**src/rtl/sr_latch_write_arbiter.sv**
```systemverilog
// Round-robin write arbiter for a bank of gated SR latches: sequences setup,
// enable pulse, hold and readback so that s and r are never high together.
module sr_latch_write_arbiter #(
    parameter int W         = 8,
    parameter int PULSE_CYC = 2
) (
    input  logic         clk,
    input  logic         reset,
    input  logic         req0,
    input  logic         req1,
    input  logic [W-1:0] wdata0,
    input  logic [W-1:0] wdata1,
    input  logic [W-1:0] wmask0,
    input  logic [W-1:0] wmask1,
    output logic         ack0,
    output logic         ack1,
    output logic [W-1:0] latch_s,
    output logic [W-1:0] latch_r,
    output logic         latch_en,
    input  logic [W-1:0] latch_q,
    output logic         busy,
    output logic         grant,
    output logic         err
);

    typedef enum logic [2:0] {IDLE, SETUP, PULSE, HOLD, DONE} state_t;

    localparam logic [3:0] PULSE_LOAD = 4'(PULSE_CYC - 1);

    state_t       state;
    logic         ptr;
    logic [3:0]   pulse_cnt;
    logic [W-1:0] data_c;
    logic [W-1:0] mask_c;
    logic         any_req;
    logic         pick;
    logic [W-1:0] sel_data;
    logic [W-1:0] sel_mask;

    // On contention the pointer chooses; otherwise whichever request is present wins.
    always_comb begin
        any_req  = req0 | req1;
        pick     = (req0 && req1) ? ptr : req1;
        sel_data = pick ? wdata1 : wdata0;
        sel_mask = pick ? wmask1 : wmask0;
    end

    always_ff @(posedge clk) begin
        if (state == IDLE && any_req) begin
            data_c <= sel_data;
            mask_c <= sel_mask;
        end
    end

    always_ff @(posedge clk) begin
        if (reset) begin
            state     <= IDLE;
            ptr       <= 1'b0;
            pulse_cnt <= '0;
            latch_s   <= '0;
            latch_r   <= '0;
            latch_en  <= 1'b0;
            ack0      <= 1'b0;
            ack1      <= 1'b0;
            busy      <= 1'b0;
            grant     <= 1'b0;
            err       <= 1'b0;
        end else begin
            ack0 <= 1'b0;
            ack1 <= 1'b0;
            case (state)
                IDLE: begin
                    if (any_req) begin
                        state   <= SETUP;
                        grant   <= pick;
                        ptr     <= ~pick;
                        busy    <= 1'b1;
                        // data_c is not loaded yet, so drive s/r from the selected inputs
                        latch_s <= sel_data & sel_mask;
                        latch_r <= ~sel_data & sel_mask;
                    end
                end
                SETUP: begin
                    state     <= PULSE;
                    latch_en  <= 1'b1;
                    pulse_cnt <= PULSE_LOAD;
                end
                PULSE: begin
                    if (pulse_cnt == 4'd0) begin
                        state    <= HOLD;
                        latch_en <= 1'b0;
                        latch_s  <= '0;
                        latch_r  <= '0;
                    end else begin
                        pulse_cnt <= pulse_cnt - 4'd1;
                    end
                end
                HOLD: begin
                    // latch_q here has had a full cycle to settle after enable fell
                    state <= DONE;
                    ack0  <= ~grant;
                    ack1  <= grant;
                    if (|((latch_q ^ data_c) & mask_c)) begin
                        err <= 1'b1;
                    end
                end
                DONE: begin
                    state <= IDLE;
                    busy  <= 1'b0;
                end
                default: begin
                    state <= IDLE;
                end
            endcase
        end
    end

endmodule

```
**config.mk**
```make
export PLATFORM = sky130hd
export DESIGN_NAME = sr_latch_write_arbiter
export DESIGN_NICKNAME = d
export VERILOG_FILES = /design/src/rtl/sr_latch_write_arbiter.sv
export SDC_FILE = /design/constraint.sdc
export NUM_CORES = 1
export LEC_CHECK = 0
export ABC_CLOCK_PERIOD_IN_PS = 4000
export BUFFER_PORTS_ARGS = -buffer_cell sky130_fd_sc_hd__buf_4
export CAP_MARGIN = 30
export CELL_PAD_IN_SITES_DETAIL_PLACEMENT = 2
export CELL_PAD_IN_SITES_GLOBAL_PLACEMENT = 2
export CORE_ASPECT_RATIO = 0.5
export CORE_MARGIN = 1.5
export CORE_UTILIZATION = 34
export DETAILED_ROUTE_END_ITERATION = 16
export PLACE_DENSITY_LB_ADDON = 0.2
export SYNTH_ARGS = -nofsm -noshare
export SYNTH_HDL_FRONTEND = slang
export SYNTH_SLANG_ARGS = --single-unit
```
**constraint.sdc**
```tcl
create_clock -name clk -period 4 [get_ports clk]
set_input_delay 1 -clock clk [delete_from_list [all_inputs] [get_ports clk]]
set_output_delay 1 -clock clk [all_outputs]
set_load 0.1 [all_outputs]
```
---- Yosys cells after proc, flatten, opt, wreduce, memory -nomap -nowiden ----
Cells that the tools add are included.
cells by class
  add/sub/neg operators ................... 1
  equal/unequal tests ..................... 7
  muxes and demuxes ....................... 17
  bitwise logic cells ..................... 9
  reductions and logical operators ........ 16
operators by type and width
  operator                                                            count
  8-bit two-way mux                                                   5
  8-bit case mux with 2 select lines                                  2
  8-bit AND                                                           3
  3-bit case mux with 4 select lines                                  1
  2-bit AND reduction                                                 6
  8-bit inverter                                                      1
  4-bit case mux with 2 select lines                                  1
  8-bit OR reduction                                                  1
  8-bit bitwise XOR                                                   1
  3-bit by 2-bit == test with 1-bit output, second input constant     2
  3-bit two-way mux                                                   2
  2-bit != test, second input constant                                3
  2-bit nonzero test                                                  3
  4-bit logical NOT                                                   1
  4-bit two-way mux                                                   1
  1-bit case mux with 2 select lines                                  2
  4-bit by 1-bit subtractor with 4-bit output, second input constant  1
  3-bit by 1-bit == test with 1-bit output, second input constant     1
  3-bit == test, second input constant                                1
  3-bit logical NOT                                                   1
  1-bit two-way mux                                                   3
  1-bit inverter                                                      3
  3-bit AND reduction                                                 1
  1-bit logical AND                                                   2
  2 further kinds                                                     2
storage, ports and cells
  register bits after elaboration ......... 46
  input port bits ......................... 44
  output and inout port bits .............. 22

---- Depth between registers and ports, before layout ----
  depth after elaboration ................. 7
  gate-level depth with buffers ........... 7
  depth with buffers taken out ............ 6

---- Worst setup path after synthesis ----
Ideal clock, no wire load.
  kind .................................... input port to flip-flop
  start point ............................. input port req0
  end point ............................... register data_c[0], data pin
  setup time .............................. 0.260 ns
  arrival time ............................ 1.835 ns
  required time ........................... 3.740 ns
  slack ................................... 1.905 ns
  stages .................................. 4
  buffers on the path ..................... 1
  cell sequence ........................... nand2b_1 -> buf_2 -> nand2_1 -> mux2_2
on the way
  word-level cells in the longest chain between the ends .. 3
ends and longest elaborated chain
  element                 RTL line  RTL
  start: declaration      9         input logic req0,
  1-bit logical AND       43        pick = (req0 && req1) ? ptr : req1;
  1-bit two-way mux       43
  8-bit two-way mux       44        sel_data = pick ? wdata1 : wdata0;
  named net sel_data[0]   37        logic [W-1:0] sel_data;
  end signal: assignment  50        data_c <= sel_data;
  end: declaration        33        logic [W-1:0] data_c;
The timed path passes the listed nets, and every way through them passes these cells.
A chain may end at the register's enable or synchronous reset.

---- Worst setup path after layout ----
  start point ............................. input port req0
  end point ............................... register mask_c[4], data pin
on the way
  word-level cells in the longest chain between the ends .. 3
ends and longest elaborated chain
  element                 RTL line  RTL
  1-bit logical AND       43
  1-bit two-way mux       43
  8-bit two-way mux       45        sel_mask = pick ? wmask1 : wmask0;
  named net sel_mask[4]   38        logic [W-1:0] sel_mask;
  end signal: assignment  51        mask_c <= sel_mask;
  end: declaration        34        logic [W-1:0] mask_c;
The timed path passes the listed nets, and every way through them passes these cells.

==> results.md <==
- Status: finished, final reports clean
- Vias per inst: 5.09
- Reg2reg end: mask_c[4]
- Final Critical Period: 2.57 ns
- Startpoint Class: input pin
- Count of port buffers added during placement: 65
- Worst-skew pair later-pin latency: 0.29 ns
- Period Utilization, post-route: 64.2%
- Ports: 66
- Post-synth top flop: dfxtp_1
- Sequential share of the synthesized area: 46.4%
- Number of max-cap violations: 0
- Max Slew Vio Count: 0
- Max Fanout on Critical Path: 23
- TritonCTS clock tree: built
- Global placement routability congestion: 0.802
- Layout cells sized above 1: 32.9%
- Setup crit end: mask_c[4]
- GRT Total Usage: 20.3%
- Critical path capture point type: flop
- Crit-path cells: buf_4, nand2b_1, and2_1, mux2_2
- Initial Utilization: 35.0%
- Max_slew headroom: 50.3%
- Net count after synthesis: 281
- Vias: 1,968
- Num CTS Buffers: 5
- Core ar.: 0.00665 mm^2
- Post-Route WL: 7190 um
- Post-synth top area cell: dfxtp_1
- Most numerous cell in the Yosys netlist: a21oi_1
- R2r startpoint: ptr
- # nets final: 340
- Hold Slack: 0.458 ns
- Max stage delay on crit path: 0.56 ns
- Initial drt markers: 98
- Yosys top cell area share: 25.8%
- Setup bufs post-CTS: 0
- CP Buf/Inv Count: 1
- WP data arrival: 2.61 ns
- Flops & latches, synth: 46
- Antenna violations before repair: 0
- Synthesized cell area: 0.00233 mm^2
- Fmax: 389 MHz
- Routed wire per std cell: 18.6 um
- Worst r2r path cells: 3
- Setup CP Type: in2reg
- RSZ-0062 raised after global routing: false
- Worst Path Required: 4.04 ns
- FP Rows: 21
- Count of antenna-violating nets left after detailed routing: 0
- Clk sink count: 46
- Setup TNS: 0 ns
- Syn-to-layout area delta: 30.0%
- Largest net degree at the start of global routing: 36
- Peak VDD IR: 0.211 mV
- Hold Buf Count CTS: 0
- Synthesis Warnings: 0
- Diode count: 0
- Top cells by area, synth: dfxtp_1, edfxtp_1, mux2_2
- Die area: 0.00738 mm^2
- Final hold violations: 0
- Total chip power: 1810 uW
- Synth cell count leaders: a21oi_1, dfxtp_1, nand2_1
- Syn Inst Count: 235
- PD cells: 597 mW/mm^2
- Slew at the pin with the worst max-slew slack: 0.746 ns
- Grt total ovfl: 0
- Final setup vio count: 0
- Die width: 120 um
- Worst-path clk slew: 0.07 ns
- Reg-to-reg slack, setup: 1.86 ns
- First-pass GRT wire length: 11,000 um
- Worst path slowest cell: and2_1
- Clock skew: 0.00228 ns
- DRC: 0
- Syn_area_per_cell: 9.91 um^2
- Dpl hpwl: 5410 um
- Synth cell types: 39
- Worst min-delay path class: reg2reg
- P_leak: 0.00122 uW
- Post-synth ARST share: 0%
- Hold Crit Depth: 2
- 1st-pass router iterations: 4
- Vias in the first global route: 2,045
- CP delay by family, top: simple AND/OR/NAND/NOR gates
- H-tree depth: 2
- Post-cts resize count: 0
- Crit. Startpoint: req0
- Clock buffer depth: 2
- Number of enable flip-flop cells after synthesis: 16
- Die Ht: 61.5 um
- CP Depth: 4
- Clk root buf: clkbuf_16
-- final cells by class --
type / instances / area [um^2]
clock buffers: 7 / 154
inverters: 4 / 15.0
multi-input cells: 170 / 1150
well taps: 92 / 115
flip-flops and latches: 46 / 1080
clock inverters: 1 / 6.26
fillers: 711 / 3620
repair buffers: 67 / 503
-- worst min-delay path by stage --
stage / from / end / slack [ns]
2_1_floorplan: pulse_cnt[0] / pulse_cnt[0] / 0.48
3_3_place_gp: latch_s[3] / latch_s[3] / 0.45
3_5_place_dp: latch_s[2] / latch_s[2] / 0.45
4_1_cts: latch_s[2] / latch_s[2] / 0.46
5_1_grt: latch_s[2] / latch_s[2] / 0.48
6_report: latch_s[4] / latch_s[4] / 0.46
-- state kept, by name, indices dropped and copies added (netlist names) --
register and cells:
ack0 1, ack1 1, busy 1, data_c 8, err 1, grant 1
latch_en 1, latch_r 8, latch_s 8, mask_c 8, ptr 1, pulse_cnt 4
state 3
-- per-stage QoR --
step | std cells | cell area [um^2] | worst slack [ns] | util (%)
2_1_floorplan | 235 | 2330 | 1.90 | -
3_3_place_gp | 379 | 2870 | 1.22 | 43.1
3_5_place_dp | 379 | 2870 | 1.16 | 43.1
4_1_cts | 387 | 3030 | 1.43 | 45.5
5_1_grt | 387 | 3030 | 1.32 | 45.5
6_report | 387 | 3030 | 1.43 | 45.5
-- placed cells by master (no fill, tap or decap), drive strengths merged, types with 2 or more instances in the layout --
master	count
inv	5
ha	2
and2	2
nor3b	3
a211oi	3
buf	67
edfxtp	16
dfxtp	30
nand2	26
xor2	10
and4	8
a22oi	4
nor2	10
nand2b	9
nor3	5
clkbuf	7
mux2	16
nand3	2
a21oi	34
and4b	8
o21ai	16
-- layer usage --
metal,vias up,wire [um],GRT usage (%)
li1,965,-,-
met1,964,3670,28.5
met2,36,3200,32.5
met3,3,285,5.09
met4,0,31,3.57
met5,-,0,0
-- cells by family (layout without fill, tap and decap cells) --
group	count (synthesis)	in the layout	synth area share (%)
simple gates	79	79	20.7
compound gates	61	61	15.4
flops	46	46	46.4
buf+inv	19	79	4.08
mux	17	17	8.17
xor+xnor	11	11	4.14
fa+ha+maj	2	2	1.07
-- report_power, final --
group | switching, uW | internal [uW] | total [uW]
Clock | 189 | 271 | 460
Sequential | 64.9 | 595 | 660
Combinational | 478 | 210 | 688
-- worst min-delay path, stage by stage, from the launching register on --
cell and delay, ns:
dfxtp_1 0.31, nand2_1 0.05, a21oi_1 0.05
(Power assumes the default switching activity.)
